==> src/rtl/re_capture.sv <==
// Receiving end of the camera readout interface: follows the Expose/ADC/NRE/Erase
// sequence, captures two rows from the column ADC bus and streams them out pixel by pixel.
module re_capture #(
    parameter int unsigned DW   = 8,
    parameter int unsigned COLS = 2
) (
    input  logic               Clk,
    input  logic               Reset,
    input  logic               Expose,
    input  logic               Erase,
    input  logic               ADC,
    input  logic               NRE_1,
    input  logic               NRE_2,
    input  logic [COLS*DW-1:0] Pix_data,
    input  logic               Out_ready,
    input  logic               Clear_err,
    output logic [DW-1:0]      Out_data,
    output logic               Out_valid,
    output logic               Out_first,
    output logic               Out_last,
    output logic               Busy,
    output logic [7:0]         Frame_cnt,
    output logic               Overrun,
    output logic               Protocol_err,
    output logic               Frame_err
);

    localparam int unsigned NPix = 2 * COLS;
    localparam int unsigned IdxW = (NPix > 2) ? $clog2(NPix) : 1;
    localparam int unsigned RowW = COLS * DW;

    typedef enum logic [1:0] {StIdle, StExpose, StRead, StStream} state_e;

    state_e              state_q, state_d;
    logic                expose_q, adc_q;
    logic                r1_q, r1_d, r2_q, r2_d;
    logic [2*RowW-1:0]   buf_q, buf_d;
    logic [IdxW-1:0]     idx_q, idx_d;
    logic [7:0]          frame_cnt_q, frame_cnt_d;
    logic                ovr_q, ovr_d, perr_q, perr_d, ferr_q, ferr_d;
    logic                drop_q, drop_d;
    logic                ovr_set, perr_set, ferr_set;
    logic                expose_rise, expose_fall, adc_rise;
    logic                valid, hs, idx_last;
    logic                r1_n, r2_n;
    logic [DW-1:0]       cur_pix;

    assign expose_rise = Expose & ~expose_q;
    assign expose_fall = ~Expose & expose_q;
    assign adc_rise    = ADC & ~adc_q;

    assign valid    = (state_q == StStream);
    assign hs       = valid & Out_ready;
    assign idx_last = (idx_q == IdxW'(NPix - 1));
    assign cur_pix  = buf_q[int'(idx_q) * DW +: DW];

    always_comb begin
        state_d     = state_q;
        r1_d        = r1_q;
        r2_d        = r2_q;
        buf_d       = buf_q;
        idx_d       = idx_q;
        frame_cnt_d = frame_cnt_q;
        drop_d      = drop_q;
        ovr_set     = 1'b0;
        perr_set    = 1'b0;
        ferr_set    = 1'b0;
        r1_n        = r1_q;
        r2_n        = r2_q;

        unique case (state_q)
            StIdle: begin
                if (adc_rise && !drop_q) perr_set = 1'b1;
                if (expose_rise) begin
                    state_d = StExpose;
                    r1_d    = 1'b0;
                    r2_d    = 1'b0;
                    drop_d  = 1'b0;
                end
            end
            StExpose: begin
                if (adc_rise) perr_set = 1'b1;
                if (expose_fall) state_d = StRead;
            end
            StRead: begin
                if (adc_rise) begin
                    if (!NRE_1 && NRE_2 && !r1_q) begin
                        buf_d[0 +: RowW] = Pix_data;
                        r1_n             = 1'b1;
                    end else if (!NRE_2 && NRE_1 && !r2_q) begin
                        buf_d[RowW +: RowW] = Pix_data;
                        r2_n                = 1'b1;
                    end else begin
                        perr_set = 1'b1;
                    end
                end
                r1_d = r1_n;
                r2_d = r2_n;
                // Erase sees the row flags including a capture made on this same edge
                if (Erase) begin
                    if (r1_n && r2_n) begin
                        state_d = StStream;
                        idx_d   = '0;
                    end else begin
                        ferr_set = 1'b1;
                        state_d  = StIdle;
                    end
                end
            end
            StStream: begin
                // A new exposure during streaming is dropped; drop_q mutes its ADC strobes
                if (expose_rise) begin
                    ovr_set = 1'b1;
                    drop_d  = 1'b1;
                end
                if (hs) begin
                    if (idx_last) begin
                        frame_cnt_d = frame_cnt_q + 8'd1;
                        state_d     = StIdle;
                    end else begin
                        idx_d = idx_q + IdxW'(1);
                    end
                end
            end
            default: state_d = StIdle;
        endcase

        ovr_d  = ovr_set  | (ovr_q  & ~Clear_err);
        perr_d = perr_set | (perr_q & ~Clear_err);
        ferr_d = ferr_set | (ferr_q & ~Clear_err);
    end

    always_ff @(posedge Clk or negedge Reset) begin
        if (!Reset) begin
            state_q     <= StIdle;
            expose_q    <= 1'b0;
            adc_q       <= 1'b0;
            r1_q        <= 1'b0;
            r2_q        <= 1'b0;
            buf_q       <= '0;
            idx_q       <= '0;
            frame_cnt_q <= 8'd0;
            ovr_q       <= 1'b0;
            perr_q      <= 1'b0;
            ferr_q      <= 1'b0;
            drop_q      <= 1'b0;
        end else begin
            state_q     <= state_d;
            expose_q    <= Expose;
            adc_q       <= ADC;
            r1_q        <= r1_d;
            r2_q        <= r2_d;
            buf_q       <= buf_d;
            idx_q       <= idx_d;
            frame_cnt_q <= frame_cnt_d;
            ovr_q       <= ovr_d;
            perr_q      <= perr_d;
            ferr_q      <= ferr_d;
            drop_q      <= drop_d;
        end
    end

    always_comb begin
        Out_valid    = valid;
        Out_data     = valid ? cur_pix : '0;
        Out_first    = valid && (idx_q == '0);
        Out_last     = valid && idx_last;
        Busy         = (state_q != StIdle);
        Frame_cnt    = frame_cnt_q;
        Overrun      = ovr_q;
        Protocol_err = perr_q;
        Frame_err    = ferr_q;
    end

endmodule

==> config.mk <==
export PLATFORM = sky130hd
export DESIGN_NAME = re_capture
export DESIGN_NICKNAME = d
export VERILOG_FILES = /design/src/rtl/re_capture.sv
export SDC_FILE = /design/constraint.sdc
export NUM_CORES = 1
export LEC_CHECK = 0
export CAP_MARGIN = 40
export CORE_ASPECT_RATIO = 1.5
export CORE_MARGIN = 3
export CORE_UTILIZATION = 52
export CTS_CLUSTER_SIZE = 20
export DETAILED_ROUTE_END_ITERATION = 10
export PLACE_DENSITY = 0.83
export SLEW_MARGIN = 25
export SYNTH_ARGS = -nofsm -noshare
export SYNTH_HDL_FRONTEND = slang
export SYNTH_SLANG_ARGS = --single-unit
==> constraint.sdc <==
create_clock -name Clk -period 2.3 [get_ports Clk]
set_clock_uncertainty 0.1 [all_clocks]
set_input_delay 0.69 -clock Clk [delete_from_list [all_inputs] [get_ports Clk]]
set_output_delay 0.69 -clock Clk [all_outputs]
set_load 0.005 [all_outputs]
After elaboration in Yosys (flattened, before gate mapping)
Cells that the tools add are included.
{ "word_totals": {"ff_bits": 52, "latch_bits": 0, "ram_bits": 0, "rom_bits": 0, "in_bits": 25, "output_inout_bits": 23, "wordCells": 105, "n_memories": 0} }
{ "classes": {"addsub": 2, "n_mul": 0, "n_div": 0, "order_cmp": 0, "eq_ne": 12, "n_shift": 1, "muxes": 36, "n_bitwise": 15, "n_reduce_logical": 26} }
{ "op_table": {"columns": ["cell", "n"], "rows": [
  ["32-bit by 6-bit indexed part select with 8-bit output", 1],
  ["2-bit two-way mux", 10],
  ["1-bit two-way mux", 19],
  ["2-bit inequality test, second input constant", 6],
  ["5-bit AND reduction", 2],
  ["3-bit AND reduction", 3],
  ["8-bit by 1-bit adder with 8-bit output, second input constant", 1],
  ["1-bit logical AND", 8],
  ["8-bit two-way mux", 1],
  ["2-bit one-hot mux with 4 select lines", 1],
  ["2-bit nonzero test", 4],
  ["1-bit AND", 7],
  ["2-bit equality test, second input constant", 3],
  ["1-bit one-hot mux with 2 select lines", 3],
  ["1-bit zero test", 5],
  ["1-bit inverter", 5],
  ["2-bit zero test", 2],
  ["2-bit by 1-bit inequality test with 1-bit output, second input constant", 2],
  ["2-bit one-hot mux with 2 select lines", 1],
  ["4-bit AND reduction", 1],
  ["1-bit OR", 3],
  ["1-bit one-hot mux with 3 select lines", 1],
  ["2-bit by 1-bit adder with 2-bit output, second input constant", 1],
  ["2-bit by 1-bit equality test with 1-bit output, second input constant", 1],
  ["2-bit AND reduction", 1]
]} }

Logic depth before layout (Yosys ltp)
{ "depth": {"depth_word": 12, "depth_mapped": 6} }

Least setup slack after synthesis
OpenSTA, ideal clock, no wires.
{ "synth_path": {"path_kind": "register to output", "from": "register idx_q[0]", "to": "output Out_data[0]", "t_arrival_ns": 1.305, "setup_slack_ns": 0.205, "path_stages_with_launch": 4, "path_buffers": 1, "cell_sequence": "dfrtp_1 buf_2 mux4_2 and2_1"} }
{ "synth_between": {"elab_chain_cells": 2} }
{ "synth_lines": {"columns": ["item", "line", "source"], "rows": [
  ["start: declaration", "38", "logic [IdxW-1:0] idx_q, idx_d;"],
  ["start signal: assignment", "154", "idx_q <= idx_d;"],
  ["32-bit by 6-bit indexed part select with 8-bit output", "55", "assign cur_pix = buf_q[int'(idx_q) * DW +: DW];"],
  ["8-bit two-way mux", "165", "Out_data = valid ? cur_pix : '0;"],
  ["end: declaration", "17", "output logic [DW-1:0] Out_data,"]
]} }
Every way passes these cells.

Worst setup path in the final report
{ "layout_path": {"from": "register idx_q[0]", "to": "output Out_data[2]"} }
The elaborated chain is that of the path after synthesis.

==> impl_summary.md <==
Worst setup path
The startpoint identified for the worst register-to-register timing path is idx_q[0]. Following the worst setup path forward leads to its endpoint at Out_data[2]. The critical path crosses 5 cells after its start point. The kind of end point of the critical path is an output pin. The worst setup path startpoint is idx_q[0]. The signal on the critical path passes through buf_6 -> buf_6 -> mux4_2 -> and2_1 -> buf_2. The critical path launch point type is a flop.

The reg-to-reg endpoint is idx_q[0]. The data arrival at the endpoint of the critical path is between 1.5 and 2 ns. The reg2reg setup slack is roughly 0.51 ns. The buffering stage count on the worst path with inverters included is 3. The number of cell instances on the worst register-to-register path is 7.

The setup path with the least slack is of type flop to output pin. Grouping stages by cell kind, the critical path spends the most delay in multiplexers. On the critical path, the stage with the largest delay is an instance of sky130_fd_sc_hd__mux4_2. The delay of the slowest cell on the worst path is between 0.4 and 0.5 ns.

Data on the critical path is required at its endpoint by roughly 1.5 ns. The highest net fanout along the worst path is 4. The most repeated library cell on the critical path is sky130_fd_sc_hd__buf_6.

Die
The number of rows created at floorplan is 30. Once the floorplan was initialized, standard cells occupied 55.0% of the core. The core region is between 0.004 and 0.005 sq mm. The height of the chip is between 90 and 100 microns. The floorplan step defined a die boundary enclosing roughly 0.0058 sq mm. The width of the die is around 63 microns.

The number of primary I/O pins is 48.

Run status
The checks that failed: setup timing. The flow ran to the end, but the final reports show violations.

Detailed routing
The routed via count divided by cell count is 5.41. In the final routed layout, each cell accounts on average for around 16 microns. After the first detailed-routing iteration, the DRC count stood at approximately 130. The routed layout has about 1700 vias. The residual antenna-violating net count after detailed routing is 0.

The DRC violation count after routing is 0. The wire length after detailed routing is approximately 5 mm. The number of search-and-repair iterations in the first detailed-routing pass is 4.

Synth
Of all cell types, the one taking the most synthesized area is sky130_fd_sc_hd__dfrtp_1. The net count after synthesis is 220. The sequential cell area fraction in the yosys report is 51.2%.

Yosys printed 0 warnings. The synthesized design contains 0 enable-type register cells. The cell with the most instances after synthesis is sky130_fd_sc_hd__dfrtp_1. Sorting the synthesized cells by how often they occur yields 52 x sky130_fd_sc_hd__dfrtp_1, 20 x sky130_fd_sc_hd__mux2_4, 12 x sky130_fd_sc_hd__mux2_2, 12 x sky130_fd_sc_hd__nand2_1. The share of synthesized area in the top cell type comes to around half. The number of standard cells after synthesis is 192.

The share of synthesized registers carrying an async set or reset is 100%. The number of register bits inferred by synthesis is 52. In the synthesized netlist the dominant register cell turns out to be sky130_fd_sc_hd__dfrtp_1. The count of distinct cell types in the synthesized netlist is 39.

The synthesized area is about 0.0025 sq mm. After synthesis, the mean cell area works out to between 10 and 15 sq um. By area the synthesized netlist is led by sky130_fd_sc_hd__dfrtp_1 51%, sky130_fd_sc_hd__mux2_4 12%, sky130_fd_sc_hd__mux4_2 7.1%.

Timing
The sum of negative setup slack is -1.11 ns. For this run, the top clock speed supported by timing is between 0.4 and 0.5 GHz. The clock period minus worst slack is 2.46 ns. Setup repair after global routing could not meet its margin everywhere. The final max-slew violation count is 0. The headroom to the max-slew limit is between 60 and 70%.

Hold is met by 0.268 ns. The worst-margin pin slew is roughly 0.54 ns. Across all setup checks in the final design, the least slack found is -0.162 ns.

Setup violations remaining at the end of the flow were counted as 8. The part of the cycle the worst path needs is 107%. The number of failing hold endpoints at the final stage is 0.

Global route
The global-route total usage across every layer is ~20%. The total overflow left after global routing is 0. The initial antenna violation count is 0. The maximum number of pins on one net before global-route repair is 26. The number of global-route vias before repair is between 1500 and 2000. The first global-routing pass estimated approximately 9.1 mm of wire.

Final layout
The final-layout fill cell count is around 330. Compared with the post-synthesis result, the final layout area differs by 31.9%. Of the cells placed in the final design, the portion with a size suffix greater than 1 is 37.8%. The number of antenna diodes in the final layout is 0.

Registers take ~0.0013 sq mm. In the final design database the tool counted between 200 and 300 nets. The final standard cell utilization of the core is slightly above 70%. The multi-input combinational cell area is 0.00121 sq mm. The filler-free cell count of the finished design is ~320.

Placement
After legalization and detailed placement, the total HPWL measured 3.59 mm. The instance count after placement with tap cells included is 307. During placement, the flow inserted port buffers numbering 47. The final estimated routing congestion in global placement is 0.806.

CTS
The CTS tree is yes. The H-tree level count is 2. The CTS root buffer is sky130_fd_sc_hd__clkbuf_8. The longest clock path from root to sink contains 2 buffers. For the worst-skew pair, the clock arrives at the later sink with an insertion delay of a little under 0.3 ns. The clock-pin slew on the worst setup and hold paths is about 0.09 ns. Counting the buffers created by CTS gives 5. The clock sink count is 52.

Power
The worst ir drop on vdd is 686 uV. The total power consumption of the routed design is 3170 uW. The total leakage power is 0.00160 uW. Dividing total power by cell area gives a power density of ~950 mW/mm^2.

Run
The number of violations of the max-capacitance limit is 0.

Hold path
The worst min-delay path category is input port to asynchronous set/reset pin.
-- worst min-delay path by stage --
stage / start / to / slack (ns) / cells after the start
floorplan: Reset / Frame_cnt[0] / 0.29 / 0
detailed placement: Frame_cnt[7] / Frame_cnt[7] / 0.36 / 1
global route: Reset / buf_q[7] / 0.29 / 1
CTS: Reset / buf_q[23] / 0.28 / 1
finish: Reset / buf_q[23] / 0.27 / 1
global placement: Frame_cnt[7] / Frame_cnt[7] / 0.36 / 1
-- cell type report --
cell class | instances | share of cell area, %
timing repair buffer | 70 | 19.8
clock buffer | 5 | 2.05
multi-input combinational | 126 | 36.1
inverter | 6 | 0.784
sequential | 52 | 38.9
tap | 64 | 2.39
-- placed cells by master, fill, tap and decap left out, types with 2 or more instances in the layout --
cell type	synthesis	layout
sky130_fd_sc_hd__clkdlybuf4s50_1	0	35
sky130_fd_sc_hd__nand2_4	2	2
sky130_fd_sc_hd__and2_4	0	6
sky130_fd_sc_hd__mux2_4	20	20
sky130_fd_sc_hd__buf_2	2	4
sky130_fd_sc_hd__buf_4	0	14
sky130_fd_sc_hd__a21oi_1	5	5
sky130_fd_sc_hd__o21ai_0	7	7
sky130_fd_sc_hd__and3_4	0	2
sky130_fd_sc_hd__inv_1	5	3
sky130_fd_sc_hd__dfrtp_1	52	51
sky130_fd_sc_hd__nand2b_1	4	4
sky130_fd_sc_hd__o311ai_0	2	2
sky130_fd_sc_hd__inv_2	1	2
sky130_fd_sc_hd__nand2_1	12	12
sky130_fd_sc_hd__nand3_1	5	5
sky130_fd_sc_hd__clkbuf_8	0	5
sky130_fd_sc_hd__nor2b_1	3	3
sky130_fd_sc_hd__mux2_2	12	12
sky130_fd_sc_hd__and3_1	4	2
sky130_fd_sc_hd__buf_6	2	16
sky130_fd_sc_hd__nor2_1	5	5
sky130_fd_sc_hd__a31oi_1	2	2
sky130_fd_sc_hd__xnor2_1	6	6
sky130_fd_sc_hd__nand3b_1	2	2
sky130_fd_sc_hd__mux4_2	8	8
sky130_fd_sc_hd__nor3_1	2	2
sky130_fd_sc_hd__and2_1	8	2
-- where the power goes --
group	total (uW)	internal, uW	switching [uW]
logic	1420	898	525
registers	1280	1110	170
clock network	466	197	269
total	3170	2210	963
-- registers in the layout, summed over array words and instances, names as in the netlist --
name	flops
Overrun	1
adc_q	1
r2_q	1
r1_q	1
Frame_cnt	8
state_q	2
buf_q	32
expose_q	1
idx_q	2
Frame_err	1
drop_q	1
Protocol_err	1
-- per-layer routing --
metal | track usage, % | vias up | part of all wire (%)
met5 | 0 | - | 0
met4 | 4.24 | 0 | 0.76
met3 | 3.71 | 6 | 4.5
met2 | 33.2 | 52 | 53
met1 | 26.0 | 871 | 42
li1 | - | 818 | -
-- cells by family (layout without fill, tap and decap cells) --
logic type      count (synthesis)  after routing  synth area share (%)
compound gates                 24             24                  6.01
simple gates                   52             52                  11.9
buf+inv                        14             81                  2.76
xor+xnor                        7              7                  2.41
flops                          52             52                  51.2
mux                            40             40                  24.2
fa+ha+maj                       3              3                  1.48
-- timing repair --
item	CTS	global route
gates resized for setup	62	9
cloned	1	0
hold buffers	0	0
endpoints found under the setup margin	12	10
setup buffers	9	2
pin swaps	9	0
hold endpoints to repair	0	0
-- per-stage QoR --
| step | worst slack [ns] | instance area, sq um |
|---|---|---|
| 5_1_grt | -0.216 | 3350 |
| 2_1_floorplan | 0.205 | 2540 |
| 6_report | -0.162 | 3350 |
| 3_5_place_dp | -0.0994 | 3130 |
| 4_1_cts | -0.176 | 3310 |
| 3_3_place_gp | -0.0798 | 3130 |
(Power assumes the default switching activity.)
